--- src/rtl/rca_issue_ctrl_if.sv ---
// Signal bundle between the RCA issue stage (master) and the issue controller (slave).
// Request handshake: a request transfers on a clock edge where req_valid && req_ready.
interface rca_issue_ctrl_if #(
  parameter int XLEN         = 32,
  parameter int NUM_PORTS    = 5,
  parameter int NUM_RCAS     = 4,
  parameter int MAX_INFLIGHT = 8,
  parameter int ID_W         = 3
);
  localparam int RCA_W = (NUM_RCAS > 2) ? $clog2(NUM_RCAS) : 1;
  localparam int CNT_W = $clog2(MAX_INFLIGHT + 1);
  localparam int RS_W  = NUM_PORTS * XLEN;

  logic             req_valid;
  logic             req_ready;
  logic [ID_W-1:0]  req_id;
  logic [RCA_W-1:0] req_rca;
  logic             req_fb;
  logic [RS_W-1:0]  req_rs;

  logic             issue_valid;
  logic [ID_W-1:0]  issue_id;
  logic [RCA_W-1:0] issue_rca;
  logic             issue_fb;
  logic [RS_W-1:0]  issue_rs;
  logic             clear_fifos;

  logic [RCA_W-1:0] active_rca;
  logic             cfg_req;
  logic [RCA_W-1:0] cfg_rca;
  logic             cfg_done;

  logic             flush;
  logic             wb_commit;
  logic [ID_W-1:0]  wb_id;
  logic             wb_fb;
  logic [CNT_W-1:0] inflight;

  // FSM state, exported for checkers and waveform reading
  logic [1:0]       dbg_state;

  modport master (
    output req_valid, req_id, req_rca, req_fb, req_rs, cfg_done, flush, wb_commit,
    input  req_ready, issue_valid, issue_id, issue_rca, issue_fb, issue_rs, clear_fifos,
           active_rca, cfg_req, cfg_rca, wb_id, wb_fb, inflight, dbg_state
  );

  modport slave (
    input  req_valid, req_id, req_rca, req_fb, req_rs, cfg_done, flush, wb_commit,
    output req_ready, issue_valid, issue_id, issue_rca, issue_fb, issue_rs, clear_fifos,
           active_rca, cfg_req, cfg_rca, wb_id, wb_fb, inflight, dbg_state
  );
endinterface

--- src/rtl/rca_issue_ctrl.sv ---
// RCA grid issue controller: one-entry request buffer, in-order writeback tracker,
// drain-then-reconfigure sequencing when a request targets a different accelerator.
module rca_issue_ctrl #(
  parameter int XLEN         = 32,
  parameter int NUM_PORTS    = 5,
  parameter int NUM_RCAS     = 4,
  parameter int MAX_INFLIGHT = 8,
  parameter int ID_W         = 3
) (
  input logic              clk,
  input logic              rst,
  rca_issue_ctrl_if.slave  bus
);
  localparam int RCA_W = (NUM_RCAS > 2) ? $clog2(NUM_RCAS) : 1;
  localparam int CNT_W = $clog2(MAX_INFLIGHT + 1);
  localparam int PTR_W = (MAX_INFLIGHT > 1) ? $clog2(MAX_INFLIGHT) : 1;
  localparam int RS_W  = NUM_PORTS * XLEN;
  localparam logic [CNT_W-1:0] CNT_FULL = CNT_W'(MAX_INFLIGHT);

  localparam logic [1:0] ST_ACCEPT   = 2'd0;
  localparam logic [1:0] ST_DRAIN    = 2'd1;
  localparam logic [1:0] ST_RECONFIG = 2'd2;

  logic [1:0]       state_q, state_d;
  logic             buf_v_q, buf_v_d;
  logic [ID_W-1:0]  buf_id_q, buf_id_d;
  logic [RCA_W-1:0] buf_rca_q, buf_rca_d;
  logic             buf_fb_q, buf_fb_d;
  logic [RS_W-1:0]  buf_rs_q, buf_rs_d;
  logic             cfg_valid_q, cfg_valid_d;
  logic [RCA_W-1:0] active_rca_q, active_rca_d;
  logic [PTR_W-1:0] wr_ptr_q, wr_ptr_d;
  logic [PTR_W-1:0] rd_ptr_q, rd_ptr_d;
  logic [CNT_W-1:0] cnt_q, cnt_d;
  logic [ID_W-1:0]  trk_id_q [MAX_INFLIGHT];
  logic [ID_W-1:0]  trk_id_d [MAX_INFLIGHT];
  logic             trk_fb_q [MAX_INFLIGHT];
  logic             trk_fb_d [MAX_INFLIGHT];

  logic match, req_match, full, empty, issue, pop, ready, accept;

  always_comb begin
    match     = cfg_valid_q && (buf_rca_q == active_rca_q);
    // active_rca/cfg_valid cannot change while in ACCEPT, so a new request is judged against them directly
    req_match = cfg_valid_q && (bus.req_rca == active_rca_q);
    full      = (cnt_q == CNT_FULL);
    empty     = (cnt_q == '0);
    issue     = rst && !bus.flush && (state_q == ST_ACCEPT) && buf_v_q && match && !full;
    pop       = rst && !bus.flush && bus.wb_commit && !empty;
    ready     = rst && (state_q == ST_ACCEPT) && (!buf_v_q || issue) && !bus.flush;
    accept    = bus.req_valid && ready;
  end

  always_comb begin
    cnt_d    = cnt_q;
    wr_ptr_d = wr_ptr_q;
    rd_ptr_d = rd_ptr_q;
    trk_id_d = trk_id_q;
    trk_fb_d = trk_fb_q;
    if (issue) begin
      trk_id_d[wr_ptr_q] = buf_id_q;
      trk_fb_d[wr_ptr_q] = buf_fb_q;
      wr_ptr_d           = wr_ptr_q + 1'b1;
    end
    if (pop) rd_ptr_d = rd_ptr_q + 1'b1;
    case ({issue, pop})
      2'b10:   cnt_d = cnt_q + 1'b1;
      2'b01:   cnt_d = cnt_q - 1'b1;
      default: cnt_d = cnt_q;
    endcase
    if (bus.flush) begin
      cnt_d    = '0;
      wr_ptr_d = '0;
      rd_ptr_d = '0;
    end
  end

  always_comb begin
    state_d      = state_q;
    buf_v_d      = buf_v_q;
    buf_id_d     = buf_id_q;
    buf_rca_d    = buf_rca_q;
    buf_fb_d     = buf_fb_q;
    buf_rs_d     = buf_rs_q;
    cfg_valid_d  = cfg_valid_q;
    active_rca_d = active_rca_q;

    if (issue) buf_v_d = 1'b0;
    if (accept) begin
      buf_v_d   = 1'b1;
      buf_id_d  = bus.req_id;
      buf_rca_d = bus.req_rca;
      buf_fb_d  = bus.req_fb;
      buf_rs_d  = bus.req_rs;
    end

    case (state_q)
      ST_ACCEPT: begin
        if (accept && !req_match)
          state_d = (cnt_d != '0) ? ST_DRAIN : ST_RECONFIG;
        else if (buf_v_q && !match)
          state_d = (cnt_q != '0) ? ST_DRAIN : ST_RECONFIG;
      end
      ST_DRAIN: begin
        if (empty) state_d = ST_RECONFIG;
      end
      ST_RECONFIG: begin
        if (bus.cfg_done) begin
          active_rca_d = buf_rca_q;
          cfg_valid_d  = 1'b1;
          state_d      = ST_ACCEPT;
        end
      end
      default: state_d = ST_ACCEPT;
    endcase

    // A flush mid-reconfiguration leaves the grid contents unknown
    if (bus.flush) begin
      state_d      = ST_ACCEPT;
      buf_v_d      = 1'b0;
      active_rca_d = active_rca_q;
      cfg_valid_d  = (state_q == ST_RECONFIG) ? 1'b0 : cfg_valid_q;
    end
  end

  always_ff @(posedge clk) begin
    if (!rst) begin
      state_q      <= ST_ACCEPT;
      buf_v_q      <= 1'b0;
      buf_id_q     <= '0;
      buf_rca_q    <= '0;
      buf_fb_q     <= 1'b0;
      buf_rs_q     <= '0;
      cfg_valid_q  <= 1'b0;
      active_rca_q <= '0;
      wr_ptr_q     <= '0;
      rd_ptr_q     <= '0;
      cnt_q        <= '0;
    end else begin
      state_q      <= state_d;
      buf_v_q      <= buf_v_d;
      buf_id_q     <= buf_id_d;
      buf_rca_q    <= buf_rca_d;
      buf_fb_q     <= buf_fb_d;
      buf_rs_q     <= buf_rs_d;
      cfg_valid_q  <= cfg_valid_d;
      active_rca_q <= active_rca_d;
      wr_ptr_q     <= wr_ptr_d;
      rd_ptr_q     <= rd_ptr_d;
      cnt_q        <= cnt_d;
    end
  end

  // Tracker storage needs no reset; occupancy alone decides what is valid
  always_ff @(posedge clk) begin
    trk_id_q <= trk_id_d;
    trk_fb_q <= trk_fb_d;
  end

  assign bus.req_ready   = ready;
  assign bus.issue_valid = issue;
  assign bus.issue_id    = buf_id_q;
  assign bus.issue_rca   = buf_rca_q;
  assign bus.issue_fb    = buf_fb_q;
  assign bus.issue_rs    = buf_rs_q;
  assign bus.clear_fifos = issue && empty;
  assign bus.active_rca  = active_rca_q;
  assign bus.cfg_req     = rst && (state_q == ST_RECONFIG);
  assign bus.cfg_rca     = buf_rca_q;
  assign bus.wb_id       = trk_id_q[rd_ptr_q];
  assign bus.wb_fb       = trk_fb_q[rd_ptr_q];
  assign bus.inflight    = cnt_q;
  assign bus.dbg_state   = state_q;
endmodule
--- src/flat_wrapper.sv ---
// flat-port wrapper written by rule: the top's interface ports become plain ports
module rca_issue_ctrl_flat 
#(
  parameter int XLEN         = 32,
  parameter int NUM_PORTS    = 5,
  parameter int NUM_RCAS     = 4,
  parameter int MAX_INFLIGHT = 8,
  parameter int ID_W         = 3
)
  (clk, rst, bus_req_valid, bus_req_id, bus_req_rca, bus_req_fb, bus_req_rs, bus_cfg_done, bus_flush, bus_wb_commit, bus_req_ready, bus_issue_valid, bus_issue_id, bus_issue_rca, bus_issue_fb, bus_issue_rs, bus_clear_fifos, bus_active_rca, bus_cfg_req, bus_cfg_rca, bus_wb_id, bus_wb_fb, bus_inflight, bus_dbg_state);
  rca_issue_ctrl_if #(.XLEN(XLEN), .NUM_PORTS(NUM_PORTS), .NUM_RCAS(NUM_RCAS), .MAX_INFLIGHT(MAX_INFLIGHT), .ID_W(ID_W)) bus_i ();
  input logic clk;
  input logic rst;
  input wire logic [$bits(bus_i.req_valid)-1:0] bus_req_valid;
  input wire logic [$bits(bus_i.req_id)-1:0] bus_req_id;
  input wire logic [$bits(bus_i.req_rca)-1:0] bus_req_rca;
  input wire logic [$bits(bus_i.req_fb)-1:0] bus_req_fb;
  input wire logic [$bits(bus_i.req_rs)-1:0] bus_req_rs;
  input wire logic [$bits(bus_i.cfg_done)-1:0] bus_cfg_done;
  input wire logic [$bits(bus_i.flush)-1:0] bus_flush;
  input wire logic [$bits(bus_i.wb_commit)-1:0] bus_wb_commit;
  output wire logic [$bits(bus_i.req_ready)-1:0] bus_req_ready;
  output wire logic [$bits(bus_i.issue_valid)-1:0] bus_issue_valid;
  output wire logic [$bits(bus_i.issue_id)-1:0] bus_issue_id;
  output wire logic [$bits(bus_i.issue_rca)-1:0] bus_issue_rca;
  output wire logic [$bits(bus_i.issue_fb)-1:0] bus_issue_fb;
  output wire logic [$bits(bus_i.issue_rs)-1:0] bus_issue_rs;
  output wire logic [$bits(bus_i.clear_fifos)-1:0] bus_clear_fifos;
  output wire logic [$bits(bus_i.active_rca)-1:0] bus_active_rca;
  output wire logic [$bits(bus_i.cfg_req)-1:0] bus_cfg_req;
  output wire logic [$bits(bus_i.cfg_rca)-1:0] bus_cfg_rca;
  output wire logic [$bits(bus_i.wb_id)-1:0] bus_wb_id;
  output wire logic [$bits(bus_i.wb_fb)-1:0] bus_wb_fb;
  output wire logic [$bits(bus_i.inflight)-1:0] bus_inflight;
  output wire logic [$bits(bus_i.dbg_state)-1:0] bus_dbg_state;
  assign bus_i.req_valid = bus_req_valid;
  assign bus_i.req_id = bus_req_id;
  assign bus_i.req_rca = bus_req_rca;
  assign bus_i.req_fb = bus_req_fb;
  assign bus_i.req_rs = bus_req_rs;
  assign bus_i.cfg_done = bus_cfg_done;
  assign bus_i.flush = bus_flush;
  assign bus_i.wb_commit = bus_wb_commit;
  assign bus_req_ready = bus_i.req_ready;
  assign bus_issue_valid = bus_i.issue_valid;
  assign bus_issue_id = bus_i.issue_id;
  assign bus_issue_rca = bus_i.issue_rca;
  assign bus_issue_fb = bus_i.issue_fb;
  assign bus_issue_rs = bus_i.issue_rs;
  assign bus_clear_fifos = bus_i.clear_fifos;
  assign bus_active_rca = bus_i.active_rca;
  assign bus_cfg_req = bus_i.cfg_req;
  assign bus_cfg_rca = bus_i.cfg_rca;
  assign bus_wb_id = bus_i.wb_id;
  assign bus_wb_fb = bus_i.wb_fb;
  assign bus_inflight = bus_i.inflight;
  assign bus_dbg_state = bus_i.dbg_state;
  rca_issue_ctrl #(.XLEN(XLEN), .NUM_PORTS(NUM_PORTS), .NUM_RCAS(NUM_RCAS), .MAX_INFLIGHT(MAX_INFLIGHT), .ID_W(ID_W)) u_core (.clk(clk), .rst(rst), .bus(bus_i));
endmodule
--- config.mk ---
export PLATFORM = sky130hd
export DESIGN_NAME = rca_issue_ctrl_flat
export DESIGN_NICKNAME = d
export VERILOG_FILES = /design/src/rtl/rca_issue_ctrl_if.sv /design/src/rtl/rca_issue_ctrl.sv /design/src/flat_wrapper.sv
export SDC_FILE = /design/constraint.sdc
export NUM_CORES = 1
export LEC_CHECK = 0
export BUFFER_PORTS_ARGS = -buffer_cell sky130_fd_sc_hd__buf_2
export CAP_MARGIN = 5
export CORE_AREA = 2 2 137 139
export DETAILED_ROUTE_END_ITERATION = 12
export DIE_AREA = 0 0 139 141
export GPL_ROUTABILITY_DRIVEN = 0
export PLACE_DENSITY = 0.71
export REMOVE_ABC_BUFFERS = 1
export SLEW_MARGIN = 20
export SYNTH_ARGS = -nofsm -noshare
export SYNTH_HDL_FRONTEND = slang
export SYNTH_SLANG_ARGS = --single-unit
--- constraint.sdc ---
create_clock -name clk -period 4.3 [get_ports clk]
set_input_delay 0 -clock clk [delete_from_list [all_inputs] [get_ports clk]]
set_output_delay 0 -clock clk [all_outputs]
set_load 0.05 [all_outputs]
==> run summary, run 1 <==
run status = finished clean
pins over their slew limit = 0
Post-DRT Antenna Nets = 0
FFs w/ async S/R, synth = 0
FF+latch count, synth = 214
Max-Slew Margin vs Limit = 0.354
starting density of the core = 0.433
worst reg2reg startpoint = u_core.bus.inflight[1]
largest area contributor in the netlist = dfxtp_1
Final min period = 3.29 ns
pre-CTS setup slack = 1.07 ns
GR Util All Layers = 0.253
skew final = 0.0103 ns
num rows = 50
critical path type = flip-flop to flip-flop
Initial DRC Count = 432
Layout area overhead = 52.4%
Post-Syn Area = 7920 um2
Worst Path Arrival = 3.64 ns
fillcell total = 1376
P_sw = 1170 uW
DRC Markers = 0
DRT Wirelength = 26.4 mm
min-delay src = rst
worst reg2reg path endpoint = u_core.bus.dbg_state[1]
setup_tns = 0 ns
vias in the first global route = 8128
Yosys top cell area share = 0.460
Clock Power Share = 0.399
Static Leak = 0.00522 uW
synth top area cells = dfxtp_1 46%, nand2_1 17%, edfxtp_1 12%
area of the multi-input gates = 2940 um2
nets@finish = 1558
endpoint type of the worst setup path = flip-flop
r2r setup slk = 1.01 ns
layout cells sized above 1 = 0.292
post-synthesis sequential area ratio = 0.582
die height = 141 um
vias per cell = 4.95
Worst R2R Path Depth = 11
Reg area = 4600 um2
Worst-Margin Slew = 0.955 ns
antenna violations before repair = 2
most frequent cells in the layout = 355 x buf_2, 348 x nand2_1, 182 x dfxtp_1
Yosys cell types = 47
Wirelength per Cell = 16.2 um
FMAX = 0.304 GHz
final cycle utilization of the critical path = 0.764
core box area = 18300 um2
Worst VDD drop = 0.000309 V
Comb power frac = 0.135
Most used DFF post-synth = dfxtp_1
WHS = 0.167 ns
die width = 139 um
Syn Inst Count = 892
Root Buffer = clkbuf_16
clk sinks = 214
Hold WC Path Type = input pin to flip-flop
pin count of the biggest net entering global routing = 96
Avg Cell Area, Syn = 8.87 um2
P_int = 3360 uW
Flop pwr share = 0.466
H-Tree Depth = 1
clock latency on the worst-skew pair = 0.49 ns
CTS tree = built
Resize count post-CTS = 0
routed vias = 8070
MaxCap Viol Count = 0
RSZ-0062 raised after global routing = no
hold path depth = 3
# IOs = 356
gr ovfl total = 0
CP startpoint kind = flip-flop
Yosys warning total = 0
Setup Buffers After CTS = 0
most common cell after layout, fill and taps aside = buf_2
switching share of power = 0.258
Die ar. = 19600 um2
Worst-path clk slew = 0.06 ns
Util after Layout = 0.661
worst hold endpoint = u_core.bus.inflight[0]
Worst EP required = 4.66 ns
Post-DP HPWL = 15.9 mm
Inserted Clock Buffers = 23
final hold violation count = 0
worst-path maximum fanout = 10
# hold bufs at CTS = 169
router iterations before antenna repair = 5
EDFF count, synth = 32
IO Port Bufs = 355
PD cells = 376 nW/um2
final setup fails = 0
post-route worst setup slack = 1.01 ns
first-pass GRT wire length = 40.6 mm
Longest Clk Path Bufs = 3
## power groups by stage
stage          combinational (uW)  sequential [uW]  clock (uW)
4_1_cts                       600             2110        1850
3_5_place_dp                  475             2150           0
2_1_floorplan                 127             2330           0
3_3_place_gp                  471             2150           0
5_1_grt                       645             2120        1930
6_report                      611             2110        1810
## state kept, by name (all words and copies together) (netlist names)
register / flops
u_core.cfg_valid_q: 1
u_core.bus.issue_rs: 160
u_core.bus.inflight: 4
u_core.bus.issue_id: 3
u_core.bus.cfg_rca: 2
u_core.bus.active_rca: 2
u_core.buf_v_q: 1
u_core.bus.dbg_state: 2
u_core.bus.issue_fb: 1
u_core.trk_fb_q: 8
u_core.trk_id_q: 24
u_core.wr_ptr_q: 3
u_core.rd_ptr_q: 3
## kinds of logic after synthesis
| group | Yosys count | synth area share |
|---|---|---|
| DFF | 214 | 0.582 |
| AOI/OAI and AO/OA | 190 | 0.124 |
| adders and majority gates | 5 | 0.00790 |
| xor gates and xnor gates | 13 | 0.0144 |
| muxes | 13 | 0.0297 |
| buffers and inverters | 70 | 0.0490 |
| and+or+nand+nor | 387 | 0.193 |
## worst max path at each step
| stage | start | to | cells after the start |
|---|---|---|---|
| finish | u_core.bus.inflight[1] | u_core.bus.dbg_state[1] | 11 |
| global route | u_core.bus.inflight[1] | u_core.bus.dbg_state[1] | 11 |
| CTS | u_core.bus.inflight[1] | u_core.bus.dbg_state[1] | 11 |
| detailed placement | u_core.bus.inflight[1] | u_core.bus.dbg_state[1] | 11 |
| global placement | u_core.bus.inflight[1] | u_core.bus.dbg_state[1] | 11 |
| floorplan | u_core.bus.cfg_rca[0] | u_core.bus.cfg_rca[0] | 5 |
## critical path, cell delays in order (launching register included)
cell	delay, ns
dfxtp_1	0.38
or4b_1	0.58
nand4_1	0.22
or2_2	0.27
ha_1	0.33
xor2_1	0.19
ha_1	0.17
a21oi_1	0.05
xor2_1	0.17
or3_1	0.35
a41oi_1	0.30
o32ai_1	0.14
## per-layer routing
layer,vias up,GRT usage,part of all wire
met1,3776,0.281,0.37
met2,313,0.458,0.52
met4,0,0.108,0.035
met5,-,0,0
li1,3908,-,-
met3,73,0.0700,0.076
## cells in the mapped netlist (2+ instances only)
cell type	number
mux4_2	8
mux2_2	4
nand3_1	3
nand2_1	348
a22oi_1	2
nor3b_1	2
xnor2_1	6
clkbuf_1	34
and3_1	2
xor2_1	7
nor2_1	15
ha_1	5
dfxtp_1	182
nor3_1	3
inv_1	3
buf_2	11
buf_4	9
a211oi_1	2
buf_6	8
buf_1	2
o21ai_0	3
nor4b_1	2
edfxtp_1	32
a21oi_1	176
## stage by stage
step	total power, uW	cell area, um2	cells
finish	4530	12100	1631
global route	4690	12100	1631
CTS	4550	12100	1629
detailed placement	2630	9690	1421
global placement	2620	9690	1421
floorplan	2460	7540	826
## final cells by class
class                           instances  area share
Sequential cell                       214       0.382
Inverter                                4     0.00145
Clock inverter                          4     0.00145
Timing Repair Buffer                  530       0.292
Multi-Input combinational cell        608       0.244
Tap cell                              234      0.0243
Antenna cell                            2    0.000415
Clock buffer                           35      0.0547
(Power assumes the default switching activity.)
==> run 2: changes to the inputs <==
Clock period 4.3 ns to 3.3 ns, I/O delays scaled along.
==> run summary, run 2 (synthesized netlist as in run 1, its figures left out) <==
Worst Path Arrival = 3.46 ns (was 3.64 ns)
pre-CTS setup slack = 0.187 ns (was 1.07 ns)
clk sinks = 214 (unchanged)
r2r setup slk = 0.23 ns (was 1.01 ns)
P_sw = 1570 uW (was 1170 uW)
die width = 139 um (unchanged)
Max-Slew Margin vs Limit = 0.437 (was 0.354)
PD cells = 508 nW/um2 (was 376 nW/um2)
vias per cell = 5.06 (was 4.95)
first-pass GRT wire length = 41.9 mm (was 40.6 mm)
met1 WL = 9.76 mm (was 9.73 mm)
Static Leak = 0.00531 uW (was 0.00522 uW)
H-Tree Depth = 1 (unchanged)
Post-DP HPWL = 15.9 mm (about the same)
antenna violations before repair = 1 (was 2)
layout cells sized above 1 = 0.300 (was 0.292)
clock latency on the worst-skew pair = 0.51 ns (was 0.49 ns)
Setup crit start = u_core.bus.inflight[1] (unchanged)
overall power = 6220 uW (was 4530 uW)
CP startpoint kind = flip-flop (unchanged)
CTS tree = built (unchanged)
Clock Power Share = 0.428 (was 0.399)
vias in the first global route = 8517 (was 8128)
skew final = 0.0191 ns (was 0.0103 ns)
Initial DRC Count = 489 (was 432)
area of the multi-input gates = 2950 um2 (was 2940 um2)
router iterations before antenna repair = 5 (unchanged)
endpoint type of the worst setup path = flip-flop (unchanged)
metal2 WL = 13.6 mm (was 13.7 mm)
DRC Markers = 0 (unchanged)
fillcell total = 1355 (was 1376)
family with the most delay on the worst path = simple AND/OR/NAND/NOR gates (unchanged)
Reg area = 4600 um2 (unchanged)
num rows = 50 (unchanged)
Flop pwr share = 0.442 (was 0.466)
most frequent cells in the layout = 355 x buf_2, 348 x nand2_1, 182 x dfxtp_1 (unchanged)
run status = finished clean (unchanged)
Hold WC Path Type = input pin to flip-flop (unchanged)
routed vias = 8271 (was 8070)
most common cell after layout, fill and taps aside = buf_2 (unchanged)
starting density of the core = 0.433 (unchanged)
FMAX = 0.326 GHz (was 0.304 GHz)
core box area = 18300 um2 (unchanged)
fin cells = 1635 (was 1631)
pins over their slew limit = 0 (unchanged)
max incr delay on CP = 0.56 ns (was 0.58 ns)
DR WL met3 = 2.09 mm (was 2.00 mm)
critical path type = flip-flop to flip-flop (unchanged)
final cycle utilization of the critical path = 0.930 (was 0.764)
Post-DRT Antenna Nets = 0 (unchanged)
RSZ-0062 raised after global routing = no (unchanged)
MaxCap Viol Count = 0 (unchanged)
Worst Path Buf+Inv = 0 (unchanged)
CP endpoint = u_core.bus.dbg_state[1] (unchanged)
highest routed layer = met4 (unchanged)
Final min period = 3.07 ns (was 3.29 ns)
IO Port Bufs = 355 (unchanged)
P_int = 4650 uW (was 3360 uW)
pin count of the biggest net entering global routing = 125 (was 96)
Die ar. = 19600 um2 (unchanged)
die height = 141 um (unchanged)
Worst VDD drop = 0.000408 V (was 0.000309 V)
slowest CP cell = or4b_1 (unchanged)
Setup Buffers After CTS = 0 (unchanged)
worst-path maximum fanout = 9 (was 10)
DRT Wirelength = 26.9 mm (was 26.4 mm)
nets@finish = 1561 (was 1558)
Longest Clk Path Bufs = 3 (unchanged)
final setup fails = 0 (unchanged)
Worst EP required = 3.68 ns (was 4.66 ns)
Layout area overhead = 54.7% (was 52.4%)
worst reg2reg path endpoint = u_core.bus.dbg_state[1] (unchanged)
placed cells = 1423 (was 1421)
GR Util All Layers = 0.262 (was 0.253)
Worst-Margin Slew = 0.836 ns (was 0.955 ns)
Root Buffer = clkbuf_16 (unchanged)
Inserted Clock Buffers = 24 (was 23)
post-route worst setup slack = 0.230 ns (was 1.01 ns)
worst reg2reg startpoint = u_core.bus.inflight[1] (unchanged)
WHS = 0.0403 ns (was 0.167 ns)
# IOs = 356 (unchanged)
gr ovfl total = 0 (unchanged)
Worst-path clk slew = 0.06 ns (about the same)
switching share of power = 0.252 (was 0.258)
crit path cell chain = or4b_1 -> nand4_1 -> or2_2 -> ha_1 -> xor2_1 -> ha_1 -> a21oi_1 -> xor2_1 -> or3_1 -> a41oi_2 -> o32ai_1 (was or4b_1 -> nand4_1 -> or2_2 -> ha_1 -> xor2_1 -> ha_1 -> a21oi_1 -> xor2_1 -> or3_1 -> a41oi_1 -> o32ai_1)
Worst R2R Path Depth = 11 (unchanged)
Wirelength per Cell = 16.4 um (was 16.2 um)
Largest register FFs = 160 (unchanged)
number of cells on the critical path = 11 (unchanged)
final hold violation count = 0 (unchanged)
Comb power frac = 0.129 (was 0.135)
## run 2: changes by cell type in the layout (fill, tap and decap cells not counted), moves of 2 or more
cell and delta:
clkinv_1 -2, clkbuf_1 -4, clkinv_2 +3, clkbuf_16 +3, buf_12 +3, clkbuf_8 +2
## run 2: layout make-up
| class | instances | share of cell area |
|---|---|---|
| Antenna cell | 1 | 0.000204 |
| Clock buffer | 36 | 0.0611 |
| Clock inverter | 6 | 0.00449 |
| Inverter | 4 | 0.00143 |
| Multi-Input combinational cell | 608 | 0.241 |
| Sequential cell | 214 | 0.376 |
| Tap cell | 234 | 0.0239 |
| Timing Repair Buffer | 532 | 0.292 |
## run 2: power groups by stage
| stage | Combinational, uW | Sequential, uW | Clock [uW] |
|---|---|---|---|
| 6_report | 804 | 2750 | 2660 |
| 5_1_grt | 850 | 2760 | 2820 |
| 2_1_floorplan | 165 | 3040 | 0 |
| 4_1_cts | 787 | 2750 | 2710 |
| 3_5_place_dp | 624 | 2800 | 0 |
| 3_3_place_gp | 619 | 2800 | 0 |
## run 2: worst min path at each step
stage | endpoint | depth (start not counted) | slack [ns] | startpoint
after global routing | u_core.bus.inflight[2] | 4 | 0.04 | rst
after CTS | u_core.bus.inflight[2] | 4 | 0.02 | rst
after detailed placement | u_core.bus.issue_rs[101] | 3 | 0.25 | bus_req_rs[101]
final | u_core.bus.inflight[1] | 4 | 0.04 | rst
after floorplan | u_core.cfg_valid_q | 1 | 0.1 | bus_flush
after global placement | u_core.bus.issue_rs[132] | 3 | 0.24 | bus_req_rs[132]
## run 2: stage by stage
step	instance area (um2)	setup TNS (ns)	util
floorplan	7540	-719.06	-
global placement	9740	0	0.533
detailed placement	9740	0	0.533
CTS	12200	0	0.670
global route	12200	0	0.671
finish	12200	0	0.671
## run 2: worst reg2reg max path, delay by kind of cell (launching register included)
family / cells / cell delay, ns
DFF: 1 / 0.39
and+or+nand+nor: 4 / 1.34
adders and majority gates: 2 / 0.48
AOI/OAI and AO/OA: 3 / 0.51
xor gates and xnor gates: 2 / 0.23
## run 2: layer usage
metal | track usage | vias up
met5 | 0 | -
met4 | 0.146 | 0
li1 | - | 3912
met1 | 0.285 | 3856
met2 | 0.458 | 384
met3 | 0.0774 | 119
## run 2: what timing repair did
item / in CTS / in global routing
hold buffers: 169 / 0
resized for setup: 0 / 1
setup endpoints to repair: 0 / 2
hold endpoints to repair: 173 / 0
==> run 3: changes to the inputs <==
Settings changed: CELL_PAD_IN_SITES_DETAIL_PLACEMENT set to 1, CELL_PAD_IN_SITES_GLOBAL_PLACEMENT set to 1, CORE_AREA 2 2 137 139 to unset, CORE_MARGIN set to 2, CORE_UTILIZATION set to 35, CTS_BUF_LIST set to sky130_fd_sc_hd__clkbuf_4, DIE_AREA 0 0 139 141 to unset, PLACE_DENSITY 0.71 to 0.78.
==> run summary, run 3 (synthesized netlist as in run 1, its figures left out) <==
Post-DP HPWL = 18.0 mm (was 15.9 mm)
final hold violation count = 0 (unchanged)
DRT Wirelength = 37.7 mm (was 26.9 mm)
GR Util All Layers = 0.309 (was 0.262)
Layout area overhead = 62.7% (was 54.7%)
overall power = 6130 uW (was 6220 uW)
Die ar. = 23800 um2 (was 19600 um2)
worst-path maximum fanout = 9 (unchanged)
Util after Layout = 0.574 (was 0.671)
DRC Markers = 0 (unchanged)
Worst EP required = 3.81 ns (was 3.68 ns)
critical path type = flip-flop to flip-flop (unchanged)
Final min period = 3.11 ns (was 3.07 ns)
setup_tns = 0 ns (unchanged)
Cell Area, Placed = 9810 um2 (was 9740 um2)
MaxCap Viol Count = 0 (unchanged)
run status = finished clean (unchanged)
clk sinks = 214 (unchanged)
Max-Slew Margin vs Limit = 0.396 (was 0.437)
core box area = 22400 um2 (was 18300 um2)
fillcell total = 2712 (was 1355)
vias in the first global route = 10.7k (was 8517)
skew final = 0.0548 ns (was 0.0191 ns)
critical path's most frequent cell = xor2_1
layout cells sized above 1 = 0.310 (was 0.300)
clock latency on the worst-skew pair = 0.69 ns (was 0.51 ns)
final instance area = 12900 um2 (was 12200 um2)
r2r setup slk = 0.19 ns (was 0.23 ns)
FMAX = 0.322 GHz (was 0.326 GHz)
CP endpoint = u_core.bus.dbg_state[1] (unchanged)
worst reg2reg path endpoint = u_core.bus.dbg_state[1] (unchanged)
pins over their slew limit = 0 (unchanged)
area of the multi-input gates = 2950 um2 (about the same)
Initial DRC Count = 402 (was 489)
Inserted Clock Buffers = 58 (was 24)
most frequent cells in the layout = 355 x buf_2, 348 x nand2_1, 229 x dlygate4sd3_1 (was 355 x buf_2, 348 x nand2_1, 182 x dfxtp_1)
worst reg2reg startpoint = u_core.bus.inflight[1] (unchanged)
antenna violations before repair = 13 (was 1)
IO Port Bufs = 355 (unchanged)
Post-DRT Antenna Nets = 0 (unchanged)
post-route worst setup slack = 0.192 ns (was 0.230 ns)
routed vias = 9131 (was 8271)
Worst VDD drop = 0.000316 V (was 0.000408 V)
die height = 154 um (was 141 um)
CTS tree = built (unchanged)
Reg area = 4600 um2 (unchanged)
H-Tree Depth = 2 (was 1)
Worst-path clk slew = 0.08 ns (was 0.06 ns)
Hold WC Path Type = input pin to flip-flop (unchanged)
first-pass GRT wire length = 57.9 mm (was 41.9 mm)
Setup Buffers After CTS = 0 (unchanged)
Root Buffer = clkbuf_4 (was clkbuf_16)
nets@finish = 1655 (was 1561)
pre-CTS setup slack = 0.209 ns (was 0.187 ns)
Wirelength per Cell = 20.7 um (was 16.4 um)
vias per cell = 5.02 (was 5.06)
final cycle utilization of the critical path = 0.942 (was 0.930)
num rows = 55 (was 50)
endpoint type of the worst setup path = flip-flop (unchanged)
pin count of the biggest net entering global routing = 119 (was 125)
Largest register FFs = 160 (unchanged)
final setup fails = 0 (unchanged)
die width = 154 um (was 139 um)
PD cells = 476 nW/um2 (was 508 nW/um2)
# IOs = 356 (unchanged)
router iterations before antenna repair = 6 (was 5)
starting density of the core = 0.353 (was 0.433)
slowest CP cell = or4b_1 (unchanged)
Worst Path Arrival = 3.62 ns (was 3.46 ns)
Setup crit start = u_core.bus.inflight[1] (unchanged)
Longest Clk Path Bufs = 3 (unchanged)
crit path cell chain = or4b_1 -> nand4_1 -> or2_2 -> ha_2 -> xor2_1 -> ha_1 -> a21oi_1 -> xor2_1 -> or3_1 -> a41oi_1 -> o32ai_1 (was or4b_1 -> nand4_1 -> or2_2 -> ha_1 -> xor2_1 -> ha_1 -> a21oi_1 -> xor2_1 -> or3_1 -> a41oi_2 -> o32ai_1)
Worst R2R Path Depth = 11 (unchanged)
Static Leak = 0.00575 uW (was 0.00531 uW)
Worst-Margin Slew = 0.898 ns (was 0.836 ns)
gr ovfl total = 0 (unchanged)
max incr delay on CP = 0.57 ns (was 0.56 ns)
CP startpoint kind = flip-flop (unchanged)
most common cell after layout, fill and taps aside = buf_2 (unchanged)
-- run 3: cell types whose count changed in the layout (fill, tap and decap cells not counted), sizes merged --
cell	change
dlygate4sd3	+60
clkbuf	+50
clkinv	+12
diode	+12
-- run 3: per-layer routing --
layer  GRT usage  wire (um)  vias to the layer above
li1            -          -                     4157
met1       0.304      13100                     4363
met3      0.0894       2440                      174
met2       0.566      19700                      437
met5           0          0                        -
met4       0.202       2440                        0
-- run 3: metrics by stage --
stage               cells  hold slack, ns
finish               1820           0.106
global route         1820          0.0860
CTS                  1807          0.0384
global placement     1474           0.240
detailed placement   1474           0.247
floorplan             826          0.0966
-- run 3: worst min path at each step --
stage | from | end | cells after the start
6_report | bus_req_rs[95] | u_core.bus.issue_rs[95] | 4
5_1_grt | bus_req_rs[95] | u_core.bus.issue_rs[95] | 4
2_1_floorplan | bus_flush | u_core.cfg_valid_q | 1
4_1_cts | bus_req_valid | u_core.bus.dbg_state[1] | 6
3_3_place_gp | bus_req_rs[33] | u_core.bus.issue_rs[33] | 3
3_5_place_dp | bus_req_rs[135] | u_core.bus.issue_rs[135] | 3
-- run 3: what timing repair did --
action                     CTS  global route
hold buffers               229             0
hold endpoints to repair   181             0
resized for setup            0             1
setup endpoints to repair    0             2
-- run 3: critical path: cells and delay by family (launching register included) --
family,cells,cell delay (ns)
AND/OR/NAND/NOR,4,1.33
AO/OA/AOI/OAI,3,0.50
adder cells (fa/ha/maj),2,0.42
flip-flops,1,0.39
XOR/XNOR,2,0.36
-- run 3: layout make-up --
cell class / count / area share
clock buffers: 86 / 0.0501
diodes: 13 / 0.00253
well taps: 285 / 0.0277
flip-flops and latches: 214 / 0.358
repair buffers: 592 / 0.324
clock inverters: 18 / 0.00758
multi-input cells: 608 / 0.229
inverters: 4 / 0.00136
-- run 3: power breakdown --
| part | total, uW | internal (uW) | switching, uW |
|---|---|---|---|
| registers | 2760 | 2710 | 49.6 |
| clock network | 2490 | 1270 | 1220 |
| logic | 876 | 336 | 540 |
| total | 6130 | 4310 | 1810 |
